$ cat src/rtl/btn_press_classifier.sv
// btn_press_classifier: turns a debounced button level into press-start,
// short-press, long-press and (optionally) auto-repeat events. Events are
// handed to control logic through a one-entry valid/ready event register;
// short/long press counters wrap freely.
//
// Optional feature: define REPEAT_EN to enable auto-repeat events (code 11)
// every REPEAT_CYCLES sampled-high cycles while a long press is held.
//
// Handshake: an event is transferred on any rising edge where
// event_valid_o && event_ready_i. Once event_valid_o is asserted, it stays
// asserted with a stable event_code_o until that transfer happens. A new event
// posted on the transfer edge replaces the old one. A new event posted while
// the old one is still waiting is dropped, and overrun_o is set (sticky).
`timescale 1ns/1ps

module btn_press_classifier #(
  parameter int LONG_CYCLES   = 100_000_000,
  parameter int REPEAT_CYCLES = 25_000_000,
  parameter int CNT_W         = 8
) (
  input  logic             clk_i,
  input  logic             rst_i,
  input  logic             db_btn_i,
  output logic             press_o,
  output logic             held_o,
  output logic             event_valid_o,
  output logic [1:0]       event_code_o,
  input  logic             event_ready_i,
  output logic             overrun_o,
  output logic [CNT_W-1:0] short_cnt_o,
  output logic [CNT_W-1:0] long_cnt_o
);

  localparam int HOLD_W = $clog2(LONG_CYCLES + 1);
  localparam logic [HOLD_W-1:0] HOLD_LAST = HOLD_W'(LONG_CYCLES);

  localparam logic [1:0] CODE_SHORT  = 2'b01;
  localparam logic [1:0] CODE_LONG   = 2'b10;
`ifdef REPEAT_EN
  localparam logic [1:0] CODE_REPEAT = 2'b11;
  localparam int REP_W = $clog2(REPEAT_CYCLES + 1);
  localparam logic [REP_W-1:0] REP_LAST = REP_W'(REPEAT_CYCLES);
`endif

  // Elaboration-time guard on parameter ranges.
  if (LONG_CYCLES < 2) begin : g_bad_long
    $error("btn_press_classifier: LONG_CYCLES must be at least 2");
  end
  if (REPEAT_CYCLES < 1) begin : g_bad_repeat
    $error("btn_press_classifier: REPEAT_CYCLES must be at least 1");
  end

  typedef enum logic [1:0] {
    WAIT_REL = 2'd0,
    IDLE     = 2'd1,
    PRESSED  = 2'd2,
    LONG     = 2'd3
  } state_t;

  state_t              state_q;
  logic [HOLD_W-1:0]   hold_cnt_q;
  logic [HOLD_W-1:0]   hold_inc;
  logic                post_valid;
  logic [1:0]          post_code;
`ifdef REPEAT_EN
  logic [REP_W-1:0]    rep_cnt_q;
  logic [REP_W-1:0]    rep_inc;
`endif

  // Classification decision for the current edge: which event (if any) posts.
  always_comb begin
    post_valid = 1'b0;
    post_code  = 2'b00;
    hold_inc   = hold_cnt_q + 1'b1;
`ifdef REPEAT_EN
    rep_inc    = rep_cnt_q + 1'b1;
`endif
    case (state_q)
      PRESSED: begin
        if (db_btn_i) begin
          if (hold_inc == HOLD_LAST) begin
            post_valid = 1'b1;
            post_code  = CODE_LONG;
          end
        end else begin
          post_valid = 1'b1;
          post_code  = CODE_SHORT;
        end
      end
`ifdef REPEAT_EN
      LONG: begin
        if (db_btn_i && (rep_inc == REP_LAST)) begin
          post_valid = 1'b1;
          post_code  = CODE_REPEAT;
        end
      end
`endif
      default: ;
    endcase
  end

  // Press FSM with registered press/held outputs and the press counters.
  always_ff @(posedge clk_i) begin
    if (rst_i) begin
      state_q     <= WAIT_REL;
      hold_cnt_q  <= '0;
      press_o     <= 1'b0;
      held_o      <= 1'b0;
      short_cnt_o <= '0;
      long_cnt_o  <= '0;
`ifdef REPEAT_EN
      rep_cnt_q   <= '0;
`endif
    end else begin
      press_o <= 1'b0;
      case (state_q)
        // A button still held through reset must be released before it counts.
        WAIT_REL: begin
          if (!db_btn_i) state_q <= IDLE;
        end
        IDLE: begin
          if (db_btn_i) begin
            state_q    <= PRESSED;
            hold_cnt_q <= HOLD_W'(1);
            press_o    <= 1'b1;
            held_o     <= 1'b1;
          end
        end
        PRESSED: begin
          if (db_btn_i) begin
            hold_cnt_q <= hold_inc;
            if (hold_inc == HOLD_LAST) begin
              state_q    <= LONG;
              long_cnt_o <= long_cnt_o + 1'b1;
`ifdef REPEAT_EN
              rep_cnt_q  <= '0;
`endif
            end
          end else begin
            state_q     <= IDLE;
            held_o      <= 1'b0;
            hold_cnt_q  <= '0;
            short_cnt_o <= short_cnt_o + 1'b1;
          end
        end
        LONG: begin
          if (!db_btn_i) begin
            state_q    <= IDLE;
            held_o     <= 1'b0;
            hold_cnt_q <= '0;
`ifdef REPEAT_EN
            rep_cnt_q  <= '0;
`endif
          end
`ifdef REPEAT_EN
          else if (rep_inc == REP_LAST) begin
            rep_cnt_q <= '0;
          end else begin
            rep_cnt_q <= rep_inc;
          end
`endif
        end
        default: state_q <= WAIT_REL;
      endcase
    end
  end

  // One-entry event register: load on post when empty or draining, else drop.
  always_ff @(posedge clk_i) begin
    if (rst_i) begin
      event_valid_o <= 1'b0;
      event_code_o  <= 2'b00;
      overrun_o     <= 1'b0;
    end else if (post_valid) begin
      if (!event_valid_o || event_ready_i) begin
        event_valid_o <= 1'b1;
        event_code_o  <= post_code;
      end else begin
        overrun_o <= 1'b1;
      end
    end else if (event_valid_o && event_ready_i) begin
      event_valid_o <= 1'b0;
      event_code_o  <= 2'b00;
    end
  end

endmodule

$ cat config.mk
export PLATFORM = sky130hd
export DESIGN_NAME = btn_press_classifier
export DESIGN_NICKNAME = d
export VERILOG_FILES = /design/src/rtl/btn_press_classifier.sv
export SDC_FILE = /design/constraint.sdc
export NUM_CORES = 1
export LEC_CHECK = 0
export BUFFER_PORTS_ARGS = -buffer_cell sky130_fd_sc_hd__buf_2
export CORE_ASPECT_RATIO = 0.5
export CORE_MARGIN = 4
export CORE_UTILIZATION = 30
export CTS_CLUSTER_SIZE = 14
export DETAILED_ROUTE_END_ITERATION = 10
export GPL_ROUTABILITY_DRIVEN = 0
export PLACE_DENSITY = 0.57
export SETUP_SLACK_MARGIN = 0.3
export SYNTH_ARGS = -nofsm -noshare
export SYNTH_HDL_FRONTEND = slang
export SYNTH_SLANG_ARGS = --single-unit
export TNS_END_PERCENT = 5
$ cat constraint.sdc
create_clock -name clk_i -period 2.85 [get_ports clk_i]
set_input_delay 0.4275 -clock clk_i [delete_from_list [all_inputs] [get_ports clk_i]]
set_output_delay 0.4275 -clock clk_i [all_outputs]
set_load 0.02 [all_outputs]
# Word level (Yosys, flattened, before mapping)
# Index checks and enable logic that the tools add are counted.
[word_totals] ff_bits=51 output_inout_bits=22 in_bits=4 word_cells=67
[op_classes] n_eq_ne=10 n_mux=25 addsub=3 n_reduce_logical=17 bitwise=3
[ops] op="$mux 27" count=3
[ops] op="$pmux 27 s3" count=1
[ops] op="$add 27x1->27 const B" count=1
[ops] op="$eq 27x27->1 const B" count=1
[ops] op="$mux 2" count=10
[ops] op="$add 8x1->8 const B" count=2
[ops] op="$reduce_and 3->1" count=4
[ops] op="$mux 1" count=9
[ops] op="$ne 2x2->1 const B" count=4
[ops] op="$pmux 2 s3" count=1
[ops] op="$reduce_and 2->1" count=3
[ops] op="$reduce_or 2->1" count=3
[ops] op="$eq 2x2->1 const B" count=2
[ops] op="$reduce_bool 2->1" count=2
[ops] op="$ne 3x3->1 const B" count=1
[ops] op="$not 1->1" count=3
[ops] op="$reduce_bool 3->1" count=1
[ops] op="$eq 2x1->1 const B" count=1
[ops] op="$logic_not 2->1" count=1
[ops] op="$ne 2x1->1 const B" count=1
[ops] op="$pmux 1 s2" count=1
[ops] op="$logic_and 1x1->1" count=1
[ops] op="$logic_not 1->1" count=1
[ops] op="$logic_or 1x1->1" count=1

# Depth between registers and ports, before layout
# Gate-level depths: netlist of run 1.
[logic_depth] word_depth=7 depth_mapped=10 ltp_nobuf=9

# Least setup slack after synthesis of run 1
# Ideal clock, no wire load.
[synth_timing] kind="register to register" startpoint="register hold_cnt_q[0]" endpoint="register long_cnt_o[7]" path_stages_with_launch=10 path_buffers=1 period_less_slack_ns=2.908 setup_slack_ns=-0.058 required_ns=2.718 arrival_time_ns=2.775 setup_time_ns=0.132 path_cell_list="dfxtp_1 > ha_1 > and3_4 > or4_4 > a2111oi_4 > o2111ai_1 > or4_4 > buf_6 > o41ai_1 > a21oi_1"
[synth_via] elab_chain_len=3
[synth_lines] item="start: declaration" line="61" text="logic [HOLD_W-1:0] hold_cnt_q;"
[synth_lines] item="start signal: assignment" line="131" text="hold_cnt_q <= hold_inc;"
[synth_lines] item="$add 27x1->27" line="74" text="hold_inc = hold_cnt_q + 1'b1;"
[synth_lines] item="$eq 27x27->1" line="132" text="if (hold_inc == HOLD_LAST) begin"
[synth_lines] item="$reduce_and 3->1 (no source line)"
[synth_lines] item="end signal: assignment" line="134" text="long_cnt_o <= long_cnt_o + 1'b1;"
[synth_lines] item="end: declaration" line="31" text="output logic [CNT_W-1:0] long_cnt_o"
# No other way between the ends.
# A chain may end at the register's enable or synchronous reset.

# Worst setup path in the final report of run 1
[layout_timing] startpoint="register hold_cnt_q[0]" endpoint="register long_cnt_o[2]"
# The elaborated chain is that of the path after synthesis.

==> reports/results.ini, run 1 <==
[min_path]
whs_path_depth = 2
hp-start = event_code_o[1]
hp-class = flip-flop to flip-flop
holdPathEnd = event_code_o[1]

[grt]
grt_max_degree = 42
grt_pass1_vias = 2712
grt.overflow.total = 0
grt_antenna_before_repair = 0
track_usage_pct = 14.1
grt_pass1_wl_mm = 13.4

[logic_synthesis]
syn_nets = 404
synth_enable_flop_cells = 0
postSynthCellCount = 392
synth-seq-area-share_pct = 34.2
synth-seq-cells = 51
synthArstFlopShare_pct = 0
yosysWarnings = 0
synth_area_per_cell_sq_um = 7.63
yosys.area.top_type = dfxtp_1
synth.most_common_cell = dfxtp_1
synth_ff_type = dfxtp_1
synth_cell_types = 51
ys_top_cells_by_area = dfxtp_1 34%, a21oi_1 7.0%, nor2_1 5.8%
synth_top_area_share_pct = 34.2
synthesis.area_sq_um = 2990
synth_common_cells = 51 x dfxtp_1, 46 x nor2_1, 42 x a21oi_1

[place]
place.port_buffers = 25
hpwl_mm = 5.50
place_area_sq_um = 3410

[power]
ir_worst_vdd_mv = 0.434
power_leakage_nw = 1.26
powerDensity_nw_per_um2 = 562

[setup_path]
rr_endpoint = long_cnt_o[2]
arrival_ns = 3.07
critPathKind = flip-flop to flip-flop
ff2ff_setup_slack_ns = 0.02
reg2reg_depth = 8
start_kind = flip-flop
endpoint_kind = flip-flop
path_max_fanout = 14
crit_start = hold_cnt_q[0]
r2r-start = hold_cnt_q[0]
cp.required_ns = 3.09

[sta]
tightest_slew_ns = 0.790
layout_min_cycle_time_ns = 2.83
max_freq_mhz = 354
slew-limit-headroom_pct = 47.3
hold_viol = 0
skew_ns = 0.00785
rsz0062_at_grt = true
period_share_pct = 99.2
setup_viol = 0
drv_slew = 0
finalSetupTns_ns = 0

[floorplanning]
die_h_um = 78.6
die_w_um = 149
die_area_sq_um = 11700
start_util_pct = 31.2
rows = 25
core_sq_um = 9570
pin_count = 26

[clocking]
insertion_delay_ns = 0.31
cts_max_path_buffers = 2
root_buffer = clkbuf_16
cts.clk_slew.worst_paths_ns = 0.08
clock-sinks = 51
cts_tree = yes
numCtsBuffers = 5
ctsHtreeMaxLevel = 2

[final_layout]
drive_gt1_share_pct = 19.4
area_growth_pct = 20.2
nNetsFinal = 438
postLayoutCellArea_sq_um = 3590
final_util_pct = 37.5
n_antenna_cell = 0

[job]
maxCapViolations = 0

[drt]
via_per_inst = 5.29
ant_nets = 0
dr.pass1.iters = 4
drt_drc_violations_left = 0
vias = 2973
drt-total-wl_mm = 8.08
drt_iter0_markers = 272
wl_per_cell_um = 14.4

[run_status]
status = completed

[per-stage QoR]
stage	instances	power, mW	hold slack [ns]	worst slack (ns)
2_1_floorplan	392	1.21	0.479	0.228
3_3_place_gp	554	1.38	0.439	0.0720
3_5_place_dp	554	1.39	0.453	0.0336
4_1_cts	562	2.03	0.471	0.00140
5_1_grt	562	2.14	0.495	-0.0801
6_report	562	2.02	0.463	0.0225
[repair_timing]
| action | in CTS | in global routing |
|---|---|---|
| setup endpoints to repair | 11 | 13 |
| pin swaps | 0 | 2 |
| buffers inserted | 0 | 0 |
| gates resized for setup | 0 | 5 |
| hold buffers | 0 | 0 |
[where the power goes]
part / total, mW / internal, mW / switching, mW
clock network: 0.641 / 0.332 / 0.309
registers: 0.802 / 0.753 / 0.0485
logic: 0.575 / 0.197 / 0.378
total: 2.02 / 1.28 / 0.736
[critical path, stage by stage, from the launching register on]
cell and delay (ns):
dfxtp_4 0.38, ha_4 0.16, and3_4 0.17, or4_4 0.43, a2111oi_4 0.31, o2111ai_2 0.16, or4_4 0.55, or4_1 0.43
a21oi_1 0.15
[per-layer routing]
layer	global-route usage [%]	part of all wire [%]
met1	20.0	52
met2	20.3	41
met3	3.29	4.6
met4	6.21	1.9
met5	0	0
[worst max path at each step]
stage	endpoint	slack, ns	cells past startpoint
after detailed placement	long_cnt_o[3]	0.03	8
after global routing	long_cnt_o[2]	-0.08	8
after floorplan	event_code_o[0]	0.23	8
after CTS	long_cnt_o[2]	0.001	8
after global placement	long_cnt_o[3]	0.07	8
final	long_cnt_o[2]	0.02	8
[final cells by class]
class	instances	area, sq um
clock buffer	5	125
clock inverter	3	22.5
fill	1039	5980
inverter	9	33.8
multi-input combinational	303	1860
sequential	51	1030
tap	135	169
timing repair buffer	56	358
[cells in the final DEF, fill, tap and decap left out, types with 4 or more instances in the layout]
cell type and instances:
nand3b_1 4, nand3_1 13, buf_2 25, ha_1 7
dfxtp_1 49, clkbuf_16 5, nand4b_1 8, a22oi_1 5
xnor2_1 5, a21oi_1 42, or3_1 4, nor4_1 5
nand4_1 13, buf_4 31, nor2_1 46, o21ai_0 34
nor3_1 13, and3_1 5, nand2_1 34, and4_1 6
inv_1 9, xor2_1 6
[flip-flops by register name (all words and copies together), names as in the netlist]
name           flops
press_o            1
short_cnt_o        8
state_q            2
held_o             1
event_code_o       2
hold_cnt_q        27
overrun_o          1
long_cnt_o         8
event_valid_o      1
[cells by family (layout without fill, tap and decap cells)]
group	after synthesis	after routing	share of synthesized area (%)
xor gates and xnor gates	11	11	3.22
adders and majority gates	8	8	3.35
muxes	2	2	0.670
DFF	51	51	34.2
and+or+nand+nor	170	170	29.9
AOI/OAI and AO/OA	112	112	23.1
buffers and inverters	38	73	5.61
(Power assumes the default switching activity.)
==> run 2: changes to the inputs <==
Settings changed: SETUP_SLACK_MARGIN 0.3 to unset, SLEW_MARGIN set to 20.
==> reports/results.ini, run 2 (same netlist as run 1, synthesis figures left out) <==
[grt]
track_usage_pct = 14.5  ; +0.33 points
grt_max_degree = 36  ; -14%
grt_pass1_wl_mm = 13.8  ; +2.5%
grt_pass1_vias = 2679  ; -1.2%
grt_antenna_before_repair = 0  ; unchanged
grt.overflow.total = 0  ; unchanged

[clocking]
clock-sinks = 51  ; unchanged
ctsHtreeMaxLevel = 2  ; unchanged
numCtsBuffers = 5  ; unchanged
root_buffer = clkbuf_16
cts_max_path_buffers = 2  ; unchanged
cts.clk_slew.worst_paths_ns = 0.07  ; about the same
insertion_delay_ns = 0.30  ; about the same
cts_tree = yes

[place]
place.port_buffers = 25  ; unchanged
hpwl_mm = 5.48  ; -0.39%

[final_layout]
regArea_sq_um = 1020  ; -0.12%
n_antenna_cell = 0  ; unchanged
largest_register_ffs = 27  ; unchanged
drive_gt1_share_pct = 23.2  ; +3.8 points
fillers = 1018  ; -2.0%
multi_input_area_sq_um = 1890  ; +1.6%
area_growth_pct = 24.3
top_register = hold_cnt_q
final_common_cell = dfxtp_1
layout_common_cells = 48 x dfxtp_1, 46 x nor2_1, 41 x buf_4
nNetsFinal = 450  ; +2.7%
reg_top3 = hold_cnt_q: 27 flops, long_cnt_o: 8 flops, short_cnt_o: 8 flops

[drt]
drt_iter0_markers = 297  ; +9.2%
drt_drc_violations_left = 0  ; unchanged
vias = 3083  ; +3.7%
drt-total-wl_mm = 8.63  ; +6.8%
ant_nets = 0  ; unchanged
via_per_inst = 5.37  ; +1.5%
wl_per_cell_um = 15.0  ; +4.6%
dr.pass1.iters = 5  ; +1

[sta]
period_share_pct = 97.6  ; -1.6 points
drv_slew = 0  ; unchanged
timing.hold.ws_ns = 0.464  ; +0.00113 ns
layout_min_cycle_time_ns = 2.78  ; -0.0460 ns
tightest_slew_ns = 0.715  ; -0.0758 ns
rsz0062_at_grt = true
setup_viol = 0  ; unchanged
skew_ns = 0.00897  ; +0.00112 ns
slew-limit-headroom_pct = 52.4  ; +5.1 points
max_freq_mhz = 360  ; +1.7%
hold_viol = 0  ; unchanged

[run_status]
status = completed

[floorplanning]
die_area_sq_um = 11700  ; unchanged
rows = 25  ; unchanged
core_sq_um = 9570  ; unchanged
die_w_um = 149  ; unchanged
pin_count = 26  ; unchanged
start_util_pct = 31.2  ; unchanged
die_h_um = 78.6  ; unchanged

[job]
maxCapViolations = 0  ; unchanged

[min_path]
hp-class = flip-flop to flip-flop

[setup_path]
cp.required_ns = 3.03  ; -0.06 ns
critPathKind = flip-flop to flip-flop
path_max_fanout = 4  ; -10
endpoint_kind = flip-flop
start_kind = flip-flop
arrival_ns = 2.96  ; -0.11 ns

[power]
power_leakage_nw = 1.31  ; +3.9%
powerDensity_nw_per_um2 = 539  ; -4.1%
ir_worst_vdd_mv = 0.382  ; -12%
power_mw = 2.00  ; -0.79%

-- run 2: changes by cell type in the layout (fill, tap and decap cells not counted), sizes merged --
cell and change:
inv -2, or4 +1, clkinv +1, clkbuf +1
buf +11
-- run 2: per-stage QoR --
stage / area, sq um / setup TNS (ns) / std cells / setup slack (ns) / utilization [%]
2_1_floorplan: 2990 / 0 / 392 / 0.00462 / -
3_3_place_gp: 3440 / -0.109 / 560 / -0.0567 / 35.9
3_5_place_dp: 3440 / -0.178 / 560 / -0.0858 / 35.9
4_1_cts: 3590 / -0.00797 / 568 / -0.00797 / 37.5
5_1_grt: 3710 / -0.170 / 574 / -0.0420 / 38.8
6_report: 3710 / 0 / 574 / 0.0684 / 38.8
-- run 2: worst paths after layout --
path	startpoint	end	slack, ns	cells past startpoint
max	hold_cnt_q[0]	long_cnt_o[7]	0.07	9
min	event_code_o[1]	event_code_o[1]	0.46	2
max reg2reg	hold_cnt_q[0]	long_cnt_o[7]	0.07	9
min reg2reg	event_code_o[1]	event_code_o[1]	0.46	2
-- run 2: area by class of cell --
| cell class | instances | share of cell area, % |
|---|---|---|
| Clock buffer | 6 | 3.47 |
| Clock inverter | 2 | 0.472 |
| Inverter | 9 | 0.909 |
| Multi-Input combinational cell | 304 | 50.8 |
| Sequential cell | 51 | 27.6 |
| Tap cell | 135 | 4.55 |
| Timing Repair Buffer | 67 | 12.2 |
-- run 2: worst max-delay path: stages (launching register included) --
cell,delay (ns)
dfxtp_2,0.35
ha_4,0.16
and3_4,0.17
or4_4,0.43
a2111oi_4,0.31
o2111ai_2,0.19
or4_4,0.49
buf_12,0.16
o41ai_1,0.29
a21oi_1,0.10
-- run 2: per-layer routing --
metal	part of all wire, %	up-vias	global-route usage [%]
met4	1.5	0	4.75
met3	5.2	11	3.17
met5	0	-	0
met2	43	71	21.9
met1	50	1461	20.4
li1	-	1540	-
-- run 2: repair_timing --
item                                    4_1_cts  5_1_grt
gates resized for setup                       1       15
pin swaps                                     1        8
endpoints found under the hold margin         0        0
buffers inserted                              0        5
endpoints found under the setup margin        5        6
hold buffers                                  0        0
cloned                                        0        1
-- run 2: report_power, final --
| part | switching [mW] | total [mW] | internal (mW) |
|---|---|---|---|
| combinational | 0.395 | 0.593 | 0.198 |
| clock | 0.288 | 0.618 | 0.330 |
| sequential | 0.0409 | 0.791 | 0.751 |
| total | 0.723 | 2.00 | 1.28 |
==> run 3: changes to the inputs <==
Settings changed: ABC_AREA set to 1, BUFFER_PORTS_ARGS -buffer_cell sky130_fd_sc_hd__buf_2 to -buffer_cell sky130_fd_sc_hd__clkbuf_2, SLEW_MARGIN 20 to unset.
==> reports/results.ini, run 3 <==
[run_status]
status = completed

[clocking]
clock-sinks = 51  ; unchanged
ctsHtreeMaxLevel = 2  ; unchanged
cts_setup_buffers = 0  ; unchanged
numCtsBuffers = 5  ; unchanged
postCtsHoldBufs = 0  ; unchanged
cts_resized = 0  ; -1
cts_max_path_buffers = 2  ; unchanged
insertion_delay_ns = 0.30  ; about the same
cts_tree = yes
cts.clk_slew.worst_paths_ns = 0.07  ; about the same
root_buffer = clkbuf_16

[final_layout]
drive_gt1_share_pct = 14.3  ; -9.0 points
top_register = hold_cnt_q
fillers = 1199  ; +18%
regArea_sq_um = 1020  ; -0.37%
multi_input_area_sq_um = 1990  ; +5.5%
nNetsFinal = 565  ; +26%
area_growth_pct = 13.1
reg_top3 = hold_cnt_q: 27 flops, long_cnt_o: 8 flops, short_cnt_o: 8 flops
layout_common_cells = 167 x nand2_1, 60 x inv_1, 59 x nor2_1
final_common_cell = nand2_1
n_antenna_cell = 0  ; unchanged
largest_register_ffs = 27  ; unchanged

[sta]
setup_viol = 0  ; unchanged
rsz0062_at_grt = false
drv_slew = 0  ; unchanged
finalSetupTns_ns = 0  ; unchanged
slew-limit-headroom_pct = 68.9  ; +17 points
tightest_slew_ns = 0.467  ; -0.248 ns
hold_viol = 0  ; unchanged
max_freq_mhz = 423  ; +18%
skew_ns = 0.00569  ; -0.00329 ns
layout_min_cycle_time_ns = 2.37  ; -0.416 ns
timing.hold.ws_ns = 0.421  ; -0.0427 ns
period_share_pct = 83.0  ; -15 points

[logic_synthesis]
synth-seq-cells = 51  ; unchanged
synth.most_common_cell = nand2_1
yosysWarnings = 0  ; unchanged
synthesis.area_sq_um = 3300  ; +11%
yosys.area.top_type = dfxtp_1
synth_enable_flop_cells = 0  ; unchanged
synth_ff_type = dfxtp_1
synth_cell_types = 33  ; -35%
synth_top_area_share_pct = 30.9  ; -3.2 points
synth_common_cells = 167 x nand2_1, 60 x inv_1, 59 x nor2_1
postSynthCellCount = 529  ; +35%
synth_area_per_cell_sq_um = 6.24  ; -18%
synth-seq-area-share_pct = 30.9  ; -3.2 points
ys_top_cells_by_area = dfxtp_1 31%, nand2_1 19%, inv_1 6.8%
synthArstFlopShare_pct = 0  ; unchanged
syn_nets = 541  ; +34%

[setup_path]
r2r-start = hold_cnt_q[0]
endpoint_kind = flip-flop
critPathKind = flip-flop to flip-flop
reg2reg_depth = 14  ; +5
cp.required_ns = 3.02  ; about the same
arrival_ns = 2.54  ; -0.42 ns
ff2ff_setup_slack_ns = 0.48  ; +0.42 ns
rr_endpoint = long_cnt_o[7]
path_max_fanout = 6  ; +2
start_kind = flip-flop
crit_start = hold_cnt_q[0]

[drt]
via_per_inst = 4.68  ; -13%
drt_iter0_markers = 159  ; -46%
wl_per_cell_um = 12.0  ; -20%
ant_nets = 0  ; unchanged
wl_met2_mm = 3.53  ; -5.3%
met3_length_um = 299  ; -33%
highest_layer = met4
met1_length_mm = 4.41  ; +1.8%
vias = 3245  ; +5.3%
drt_drc_violations_left = 0  ; unchanged
drt-total-wl_mm = 8.33  ; -3.4%
dr.pass1.iters = 4  ; -1

[power]
clkPwrFrac_pct = 34.3  ; +3.4 points
power_leakage_nw = 1.47  ; +12%
power.internal_mw = 1.22  ; -4.8%
power_frac_seq_pct = 43.0  ; +3.5 points
combPwrFrac_pct = 22.7  ; -6.9 points
powerDensity_nw_per_um2 = 493  ; -8.6%
switchingPower_mw = 0.624  ; -14%
power_mw = 1.84  ; -8.0%
ir_worst_vdd_mv = 0.247  ; -35%
switching_share_pct = 33.9  ; -2.3 points

[floorplanning]
pin_count = 26  ; unchanged
rows = 26  ; +4.0%
die_w_um = 156  ; +4.8%
die_h_um = 82.2  ; +4.6%
start_util_pct = 31.5  ; +0.30 points
core_sq_um = 10500  ; +9.4%
die_area_sq_um = 12900  ; +9.7%

[grt]
grt.overflow.total = 0  ; unchanged
grt_antenna_before_repair = 0  ; unchanged
grt_pass1_wl_mm = 14.2  ; +2.9%
grt_pass1_vias = 2953  ; +10%
grt_max_degree = 39  ; +8.3%
track_usage_pct = 13.6  ; -0.91 points

[min_path]
hp-class = input pin to flip-flop
hp-start = event_ready_i
holdPathEnd = event_valid_o
whs_path_depth = 3  ; +1

[place]
place.port_buffers = 25  ; unchanged
hpwl_mm = 6.41  ; +17%

[job]
maxCapViolations = 0  ; unchanged

run 3: final cells by class:
cell class | count | share of cell area (%)
clock inverters | 3 | 0.770
multi-input cells | 402 | 53.3
clock buffers | 5 | 3.35
repair buffers | 29 | 4.15
inverters | 64 | 6.43
flip-flops and latches | 51 | 27.3
well taps | 140 | 4.69
run 3: worst max-delay path by stage:
stage | endpoint | depth (start not counted)
floorplan | long_cnt_o[4] | 16
global placement | long_cnt_o[0] | 18
detailed placement | event_code_o[1] | 16
CTS | event_code_o[1] | 16
global route | long_cnt_o[0] | 18
finish | long_cnt_o[7] | 14
run 3: cell families (layout without fill, tap and decap cells):
kind of cell | after synthesis | after routing | synth area share, %
AND/OR/NAND/NOR | 330 | 330 | 46.8
flip-flops | 51 | 51 | 30.9
AO/OA/AOI/OAI | 59 | 59 | 9.13
XOR/XNOR | 5 | 5 | 1.33
adder cells (fa/ha/maj) | 8 | 8 | 3.03
buffers and inverters | 76 | 101 | 8.79
run 3: power by group through the flow:
stage                     Combinational [mW]  Sequential (mW)  Clock (mW)
after global placement                 0.424            0.806           0
after detailed placement               0.424            0.808           0
final                                  0.419            0.791       0.631
after global routing                   0.469            0.798       0.682
after CTS                              0.426            0.791       0.653
after floorplan                        0.279            0.830           0
run 3: per-layer routing:
metal  GRT usage (%)  vias up
li1                -     1726
met3            2.29        8
met4            3.72        0
met1            18.8     1456
met5               0        -
met2            22.0       55
run 3: per-stage QoR:
stage	util [%]	area [sq um]	instances	setup slack [ns]
after global placement	34.2	3580	686	0.535
after floorplan	-	3300	529	0.845
after CTS	35.7	3740	694	0.511
after global routing	35.7	3740	694	0.214
final	35.7	3740	694	0.484
after detailed placement	34.2	3580	686	0.525
run 3: worst max-delay path, cell delays in order (launching register included):
cell and delay (ns):
dfxtp_1 0.41, ha_1 0.23, nand2_1 0.10, nor2_4 0.20, nand2_2 0.11, nand2_1 0.07
nand2_1 0.10, inv_1 0.09, nand2_1 0.05, nor3_1 0.17, nand4_1 0.20, nor2_2 0.21
nand3_1 0.14, nand2_1 0.10, a21oi_1 0.06
